## config.mk

```make
export PLATFORM = sky130hd
export DESIGN_NAME = fetch_ctrl_flat
export DESIGN_NICKNAME = d
export VERILOG_FILES = /design/src/rtl/fetch_ctrl_if.sv /design/src/rtl/fetch_ctrl.sv /design/src/flat_wrapper.sv
export SDC_FILE = /design/constraint.sdc
export NUM_CORES = 1
export LEC_CHECK = 0
export BUFFER_PORTS_ARGS = -buffer_cell sky130_fd_sc_hd__buf_2
export CAP_MARGIN = 20
export CORE_MARGIN = 2
export CORE_UTILIZATION = 53
export CTS_CLUSTER_DIAMETER = 80
export CTS_CLUSTER_SIZE = 16
export DETAILED_ROUTE_END_ITERATION = 12
export PLACE_DENSITY = 0.79
export SLEW_MARGIN = 20
export SYNTH_ARGS = -nofsm -noshare
export SYNTH_HDL_FRONTEND = slang
export SYNTH_SLANG_ARGS = --single-unit
export TNS_END_PERCENT = 100
```

## constraint.sdc

```tcl
create_clock -name clk -period 2.54 [get_ports clk]
set_input_delay 0.127 -clock clk [delete_from_list [all_inputs] [get_ports clk]]
set_output_delay 0.127 -clock clk [all_outputs]
set_load 0.02 [all_outputs]
```

## src/rtl/fetch_ctrl_if.sv

```systemverilog
// Instruction-memory port of the fetch unit.
// Handshake: a request is accepted in a cycle where memRd=1 and memStall=0.
// memDone marks memData valid for the oldest accepted request; at most one is outstanding.
interface fetch_ctrl_if;
  logic [15:0] memAddr;
  logic        memRd;
  logic        memStall;
  logic        memDone;
  logic [15:0] memData;

  modport master (
    output memAddr,
    output memRd,
    input  memStall,
    input  memDone,
    input  memData
  );

  modport slave (
    input  memAddr,
    input  memRd,
    output memStall,
    output memDone,
    output memData
  );
endinterface

```

## src/rtl/fetch_ctrl.sv

```systemverilog
// Instruction fetch controller: PC sequencing, one outstanding memory read,
// a one-entry skid for decode back-pressure, redirect/halt handling, sticky protocol error.
module fetch_ctrl #(
  parameter logic [15:0] RESET_PC = 16'h0000
) (
  input  logic        clk,
  input  logic        rst,
  input  logic        stall,
  input  logic        redirect,
  input  logic [15:0] redirectPC,
  input  logic        halt,
  fetch_ctrl_if.master mem,
  output logic [15:0] instr,
  output logic [15:0] PC2,
  output logic        valid,
  output logic        err,
  output logic [2:0]  state_o
);

  typedef enum logic [2:0] {
    S_FETCH  = 3'd0,
    S_WAIT   = 3'd1,
    S_HOLD   = 3'd2,
    S_DRAIN  = 3'd3,
    S_HALTED = 3'd4
  } state_t;

  state_t      state_q, state_d;
  logic [15:0] pc_q, pc_d;
  logic [15:0] instr_q, instr_d;
  logic [15:0] pc2_q, pc2_d;
  logic        valid_q, valid_d;
  logic        err_q, err_d;
  logic [15:0] skid_data_q, skid_data_d;
  logic [15:0] skid_pc2_q, skid_pc2_d;

  logic        mem_rd;
  logic        accepted;
  logic        deliver;
  logic [15:0] pc_plus2;

  assign mem_rd   = (state_q == S_FETCH) && !rst;
  assign accepted = mem_rd && !mem.memStall;
  assign pc_plus2 = pc_q + 16'd2;

  always_comb begin
    state_d     = state_q;
    pc_d        = pc_q;
    instr_d     = instr_q;
    pc2_d       = pc2_q;
    // A live instruction retires whenever decode is not stalled.
    valid_d     = valid_q && stall;
    skid_data_d = skid_data_q;
    skid_pc2_d  = skid_pc2_q;
    deliver     = 1'b0;
    err_d       = err_q
                | ((state_q == S_FETCH) && mem.memDone && !accepted)
                | ((state_q == S_HOLD)  && mem.memDone);

    if (state_q == S_HALTED) begin
      state_d = S_HALTED;
    end else if (redirect) begin
      pc_d        = redirectPC;
      valid_d     = 1'b0;
      skid_data_d = 16'h0000;
      skid_pc2_d  = 16'h0000;
      // A read still in flight must be drained before the new stream starts.
      if (((state_q == S_WAIT) || (state_q == S_DRAIN) || accepted) && !mem.memDone)
        state_d = S_DRAIN;
      else
        state_d = S_FETCH;
    end else if (halt) begin
      state_d     = S_HALTED;
      valid_d     = 1'b0;
      skid_data_d = 16'h0000;
      skid_pc2_d  = 16'h0000;
    end else begin
      case (state_q)
        S_FETCH: begin
          if (accepted) begin
            if (mem.memDone) deliver = 1'b1;
            else             state_d = S_WAIT;
          end
        end
        S_WAIT: begin
          if (mem.memDone) deliver = 1'b1;
        end
        S_HOLD: begin
          if (!stall) begin
            instr_d = skid_data_q;
            pc2_d   = skid_pc2_q;
            valid_d = 1'b1;
            state_d = S_FETCH;
          end
        end
        S_DRAIN: begin
          if (mem.memDone) state_d = S_FETCH;
        end
        default: state_d = S_FETCH;
      endcase

      if (deliver) begin
        pc_d = pc_plus2;
        if (!valid_q || !stall) begin
          instr_d = mem.memData;
          pc2_d   = pc_plus2;
          valid_d = 1'b1;
          state_d = S_FETCH;
        end else begin
          skid_data_d = mem.memData;
          skid_pc2_d  = pc_plus2;
          state_d     = S_HOLD;
        end
      end
    end
  end

  always_ff @(posedge clk) begin
    if (rst) begin
      state_q     <= S_FETCH;
      pc_q        <= RESET_PC;
      instr_q     <= 16'h0000;
      pc2_q       <= 16'h0000;
      valid_q     <= 1'b0;
      err_q       <= 1'b0;
      skid_data_q <= 16'h0000;
      skid_pc2_q  <= 16'h0000;
    end else begin
      state_q     <= state_d;
      pc_q        <= pc_d;
      instr_q     <= instr_d;
      pc2_q       <= pc2_d;
      valid_q     <= valid_d;
      err_q       <= err_d;
      skid_data_q <= skid_data_d;
      skid_pc2_q  <= skid_pc2_d;
    end
  end

  assign mem.memAddr = pc_q;
  assign mem.memRd   = mem_rd;
  assign instr       = instr_q;
  assign PC2         = pc2_q;
  assign valid       = valid_q;
  assign err         = err_q;
  assign state_o     = state_q;

endmodule

```

## src/flat_wrapper.sv

```systemverilog
// flat-port wrapper written by rule: the top's interface ports become plain ports
module fetch_ctrl_flat 
#(
  parameter logic [15:0] RESET_PC = 16'h0000
)
  (clk, rst, stall, redirect, redirectPC, halt, instr, PC2, valid, err, state_o, mem_memAddr, mem_memRd, mem_memStall, mem_memDone, mem_memData);
  fetch_ctrl_if mem_i ();
  input  logic clk;
  input  logic rst;
  input  logic stall;
  input  logic redirect;
  input  logic [15:0] redirectPC;
  input  logic halt;
  output logic [15:0] instr;
  output logic [15:0] PC2;
  output logic valid;
  output logic err;
  output logic [2:0] state_o;
  output wire logic [$bits(mem_i.memAddr)-1:0] mem_memAddr;
  output wire logic [$bits(mem_i.memRd)-1:0] mem_memRd;
  input wire logic [$bits(mem_i.memStall)-1:0] mem_memStall;
  input wire logic [$bits(mem_i.memDone)-1:0] mem_memDone;
  input wire logic [$bits(mem_i.memData)-1:0] mem_memData;
  assign mem_memAddr = mem_i.memAddr;
  assign mem_memRd = mem_i.memRd;
  assign mem_i.memStall = mem_memStall;
  assign mem_i.memDone = mem_memDone;
  assign mem_i.memData = mem_memData;
  fetch_ctrl #(.RESET_PC(RESET_PC)) u_core (.clk(clk), .rst(rst), .stall(stall), .redirect(redirect), .redirectPC(redirectPC), .halt(halt), .mem(mem_i), .instr(instr), .PC2(PC2), .valid(valid), .err(err), .state_o(state_o));
endmodule
```

[After elaboration in Yosys (flattened, before gate mapping)]
Index checks and enable logic that the tools add are counted.
Word-level totals
  logic and storage cells: 99
  register bits after elaboration: 85
  output and inout port bits: 54
Operators by class
  mux-type cells: 43
  $add $sub $neg: 1
  equality and inequality tests: 16
  reductions and logical operators: 25
  bitwise logic cells: 5
Operators with widths (count)
  $mux 16: 19
  $mux 3: 8
  $add 16x2->16 const B: 1
  $ne 5x5->1 const B: 3
  $mux 1: 12
  $ne 6x5->1 const B: 2
  $ne 6x6->1 const B: 2
  $pmux 3 s4: 1
  $ne 5x4->1 const B: 2
  $reduce_and 5->1: 2
  $reduce_and 3->1: 3
  $logic_and 1x1->1: 7
  $eq 3x2->1 const B: 2
  $logic_not 1->1: 6
  $mux 2: 2
  $ne 4x4->1 const B: 1
  $eq 3x1->1 const B: 1
  $eq 3x3->1 const B: 1
  $logic_not 3->1: 1
  $logic_or 1x1->1: 3
  $ne 3x3->1 const B: 1
  $not 1->1: 3
  $reduce_bool 3->1: 1
  $ne 2x2->1 const B: 1
  other kinds (4): 5

[Depth between registers and ports, before layout]
  depth in word-level cells: 12
  gate-level depth with buffers: 8

[Worst setup path before layout]
No wires, ideal clock.
  path type: reg2reg
  from: register u_core.state_q[0] (netlist: u_core.state_o[0])
  to: register u_core.pc2_q[10] (netlist: u_core.PC2[10])
  library setup time: 0.119 ns
  path slack: 0.567 ns
  stages on the path, launching flop included: 7
  clock period less this slack: 1.973 ns
  arrival time: 1.853 ns
  cell sequence: dfxtp_1 o21ba_1 or4b_2 clkbuf_1 or2_2 nor2_1 nor2_1
On the way
  word-level cells in the longest chain between the ends: 9
  elaborated cells between the ends (all ways): 16
  those cells by class: 3 x eq/ne; 8 x mux; 1 x bitwise; 4 x reduce/logical
Ends and longest elaborated chain
  start: declaration: RTL line fetch_ctrl.sv:28  | state_t state_q, state_d;
  start signal: assignment: RTL line fetch_ctrl.sv:129  | state_q <= state_d;
  $logic_not 3->1: RTL line fetch_ctrl.sv:42, fetch_ctrl.sv:78
  $logic_and 1x1->1: RTL line fetch_ctrl.sv:42  | assign mem_rd = (state_q == S_FETCH) && !rst;
  $logic_and 1x1->1: RTL line fetch_ctrl.sv:43  | assign accepted = mem_rd && !mem.memStall;
  $mux 1: RTL line fetch_ctrl.sv:80  | if (accepted) begin
  $pmux 1 s2: RTL line fetch_ctrl.sv:78  | case (state_q)
  $mux 1: RTL line fetch_ctrl.sv:72  | end else if (halt) begin
  $mux 1: RTL line fetch_ctrl.sv:62  | end else if (redirect) begin
  $mux 1: RTL line fetch_ctrl.sv:60  | if (state_q == S_HALTED) begin
  $mux 16: RTL line fetch_ctrl.sv:102  | if (deliver) begin
  end signal: assignment: RTL line fetch_ctrl.sv:132  | pc2_q <= pc2_d;
  end: declaration: RTL line fetch_ctrl.sv:31  | logic [15:0] pc2_q, pc2_d;
Several ways; a longest one is shown, not always the timed one. The select of a mux whose other input is x is not followed.
A chain may end at the register's enable or synchronous reset.

[Worst setup path after layout]
  from: register u_core.state_q[2] (netlist: u_core.state_o[2])
  to: register u_core.pc2_q[9] (netlist: u_core.PC2[9])
The elaborated chain is that of the path after synthesis.

==> impl_metrics.yaml <==
outcome:
  outcome: "finished clean"
power:
  p_seq_frac: 0.508
  pwr-share-comb: 0.141
  power.density_nw_per_um2: 616
  p_switching_w: 0.000818
  leakagePower_nw: 1.89
  internal_power_w: 0.00197
  vdd_ir_drop_max_mv: 0.330
  swShare: 0.294
  pwr-share-clk: 0.352
  power.total_w: 0.00278
sta:
  period_needed_ps: 2140
  setup_viol: 0
  drv_slew: 0
  fmax_mhz: 468
  rsz0062_at_grt: "false"
  finalSetupTns_ps: 0
  worst_slew_pin_slew_ps: 589
  fin_skew_ps: 10.1
  hold_viol: 0
  slew_headroom: 0.603
  fin_crit_sh: 0.841
cts:
  cts-root-buf: "clkbuf_8"
  post_cts_resized: 0
  cts_tree: "yes"
  post_cts.repair.setup_buffers: 0
  numCtsBuffers: 9
  clock_path_buffers: 2
  insertion_delay_ps: 360
  cts.sinks: 85
  holdBufCountCts: 0
  h-tree-depth: 3
  cts.clk_slew.worst_paths_ps: 100
job:
  drv_cap: 0
place:
  hpwl_um: 6730
  finalWeightedCongestion: 0.848
  dp_cells: 623
  portBuffers: 92
synthesis:
  synth-edff-count: 0
  syn_area_per_cell_um2: 8.32
  ys_top_cells_by_area: "dfxtp_1, nor2_1, a22oi_1, a21oi_1, o22ai_1"
  synth_top_cell_by_area: "dfxtp_1"
  synthesis.nets: 499
  synth_cell_types: 50
  yosys-top-cells-count: "dfxtp_1, nor2_1, a21oi_1"
  synth_cells: 459
  synth_flop_cell: "dfxtp_1"
  synth-seq-cells: 85
  synth_top_area_share: 0.445
  syn-cell-area_um2: 3820
  async_reset_ff_frac: 0
  ys_seq_area_frac: 0.445
  yosysWarnings: 0
  yosysMostFrequentCell: "dfxtp_1"
min_path:
  hold_depth: 3
  hp-start: "mem_memData[12]"
  hp-class: "input port to flop"
  min_to: "u_core.skid_data_q[12]"
global_route:
  grt_pass1_vias: 3444
  grt_max_degree: 53
  gr-total-overflow: 0
  grt_first_pass_wirelength_um: 16100
  grt_use_total: 0.260
  antenna_found_initial: 0
critical_path:
  worstSetupStartpointType: "flop"
  timing.rr.start: "u_core.state_o[2]"
  reg2reg_depth: 6
  cp-end-kind: "flop"
  path_class: "flop to flop"
  crit_required_ps: 2830
  r2r_slack_ps: 400
  timing.rr.end: "u_core.PC2[9]"
  arrival_ps: 2430
  crit_path_max_fanout: 28
die:
  rows: 30
  dieWidth_um: 88.9
  ioPinCount: 93
  die_height_um: 88.9
  core-area_um2: 6870
  start_util: 0.556
  dieArea_um2: 7900
cells_and_area:
  area_growth_pct: 18.4
  finalNonFillerCells: 638
  drive_above_1_share: 0.240
  num_antenna_cells: 0
  post-route-util: 0.658
  layout.nets: 578
route:
  firstDrtPassIters: 4
  drtAntennaViolNets: 0
  drc: 0
  avgViaCountPerCell: 5.87
  routed_wl_um: 10200
  vias: 3748
  wire_per_inst_um: 15.9
  top_layer: "met4"
  dr.first_iter.drc_count: 237
  wl_met3_um: 537
  wl_met1_um: 4540
  wl_met2_um: 4960
-- power by group through the flow --
stage / Sequential [W] / Combinational (W) / Clock (W)
floorplan: 0.00148 / 0.000217 / 0
global placement: 0.00144 / 0.000383 / 0
detailed placement: 0.00144 / 0.000389 / 0
CTS: 0.00141 / 0.000391 / 0.000981
global route: 0.00142 / 0.000428 / 0.00102
finish: 0.00141 / 0.000392 / 0.000980
-- how the worst max path moves through the flow --
stage | end | slack (ps) | startpoint | cells after the start
global placement | u_core.PC2[1] | 510 | u_core.state_o[2] | 6
detailed placement | u_core.PC2[9] | 440 | u_core.state_o[2] | 6
global route | u_core.mem.memAddr[11] | 280 | u_core.state_o[2] | 6
floorplan | u_core.PC2[10] | 570 | u_core.state_o[0] | 6
finish | u_core.PC2[9] | 400 | u_core.state_o[2] | 6
CTS | u_core.PC2[9] | 410 | u_core.state_o[2] | 6
-- logic make-up after synthesis --
group | count (synthesis) | synth area share
flip-flops | 85 | 0.445
buffers and inverters | 40 | 0.0481
AO/OA/AOI/OAI | 162 | 0.269
AND/OR/NAND/NOR | 152 | 0.188
XOR/XNOR | 12 | 0.0275
adder cells (fa/ha/maj) | 1 | 0.00327
multiplexers | 7 | 0.0193
-- sequential cells by signal (all words and copies together), names as in the netlist --
name	flops
u_core.skid_pc2_q	16
u_core.PC2	16
u_core.skid_data_q	16
u_core.instr	16
u_core.mem.memAddr	16
u_core.state_o	3
u_core.valid	1
u_core.err	1
-- placed cells by master, fill, tap and decap left out, types with 7 or more instances in the layout --
master	netlist	layout
a21oi_1	39	39
a22oi_1	27	27
buf_2	3	92
buf_4	0	12
clkbuf_8	0	9
dfxtp_1	85	85
nand2_1	33	33
nand2b_1	8	8
nand3_1	18	18
nor2_1	59	59
o21ai_0	22	22
o21ai_1	20	20
o221ai_1	7	7
o22ai_1	23	23
xor2_1	7	7
-- layer usage --
layer / track usage / vias up
met2: 0.421 / 108
met4: 0.102 / 0
li1: - / 1837
met5: 0 / -
met1: 0.348 / 1789
met3: 0.0406 / 14
-- through the flow --
step	cell area, um2	setup slack (ps)	hold WS (ps)
2_1_floorplan	3820	567	288
3_3_place_gp	4330	507	391
3_5_place_dp	4330	441	404
4_1_cts	4520	414	20.2
5_1_grt	4520	285	20.7
6_report	4520	403	18.0
-- critical path, stage by stage (launching register included) --
cell and delay [ps]:
dfxtp_1 380, nand2b_1 190, or3_1 520, a221oi_4 310
buf_4 350, o221ai_1 160, a31oi_1 150
-- area by class of cell --
class | instances | area [um2]
fillers | 603 | 2350
multi-input cells | 334 | 1940
flip-flops and latches | 85 | 1700
repair buffers | 104 | 551
clock buffers | 9 | 124
well taps | 96 | 120
clock inverters | 6 | 71.3
inverters | 4 | 15.0
Note: power is estimated with default switching activity, not from simulation.
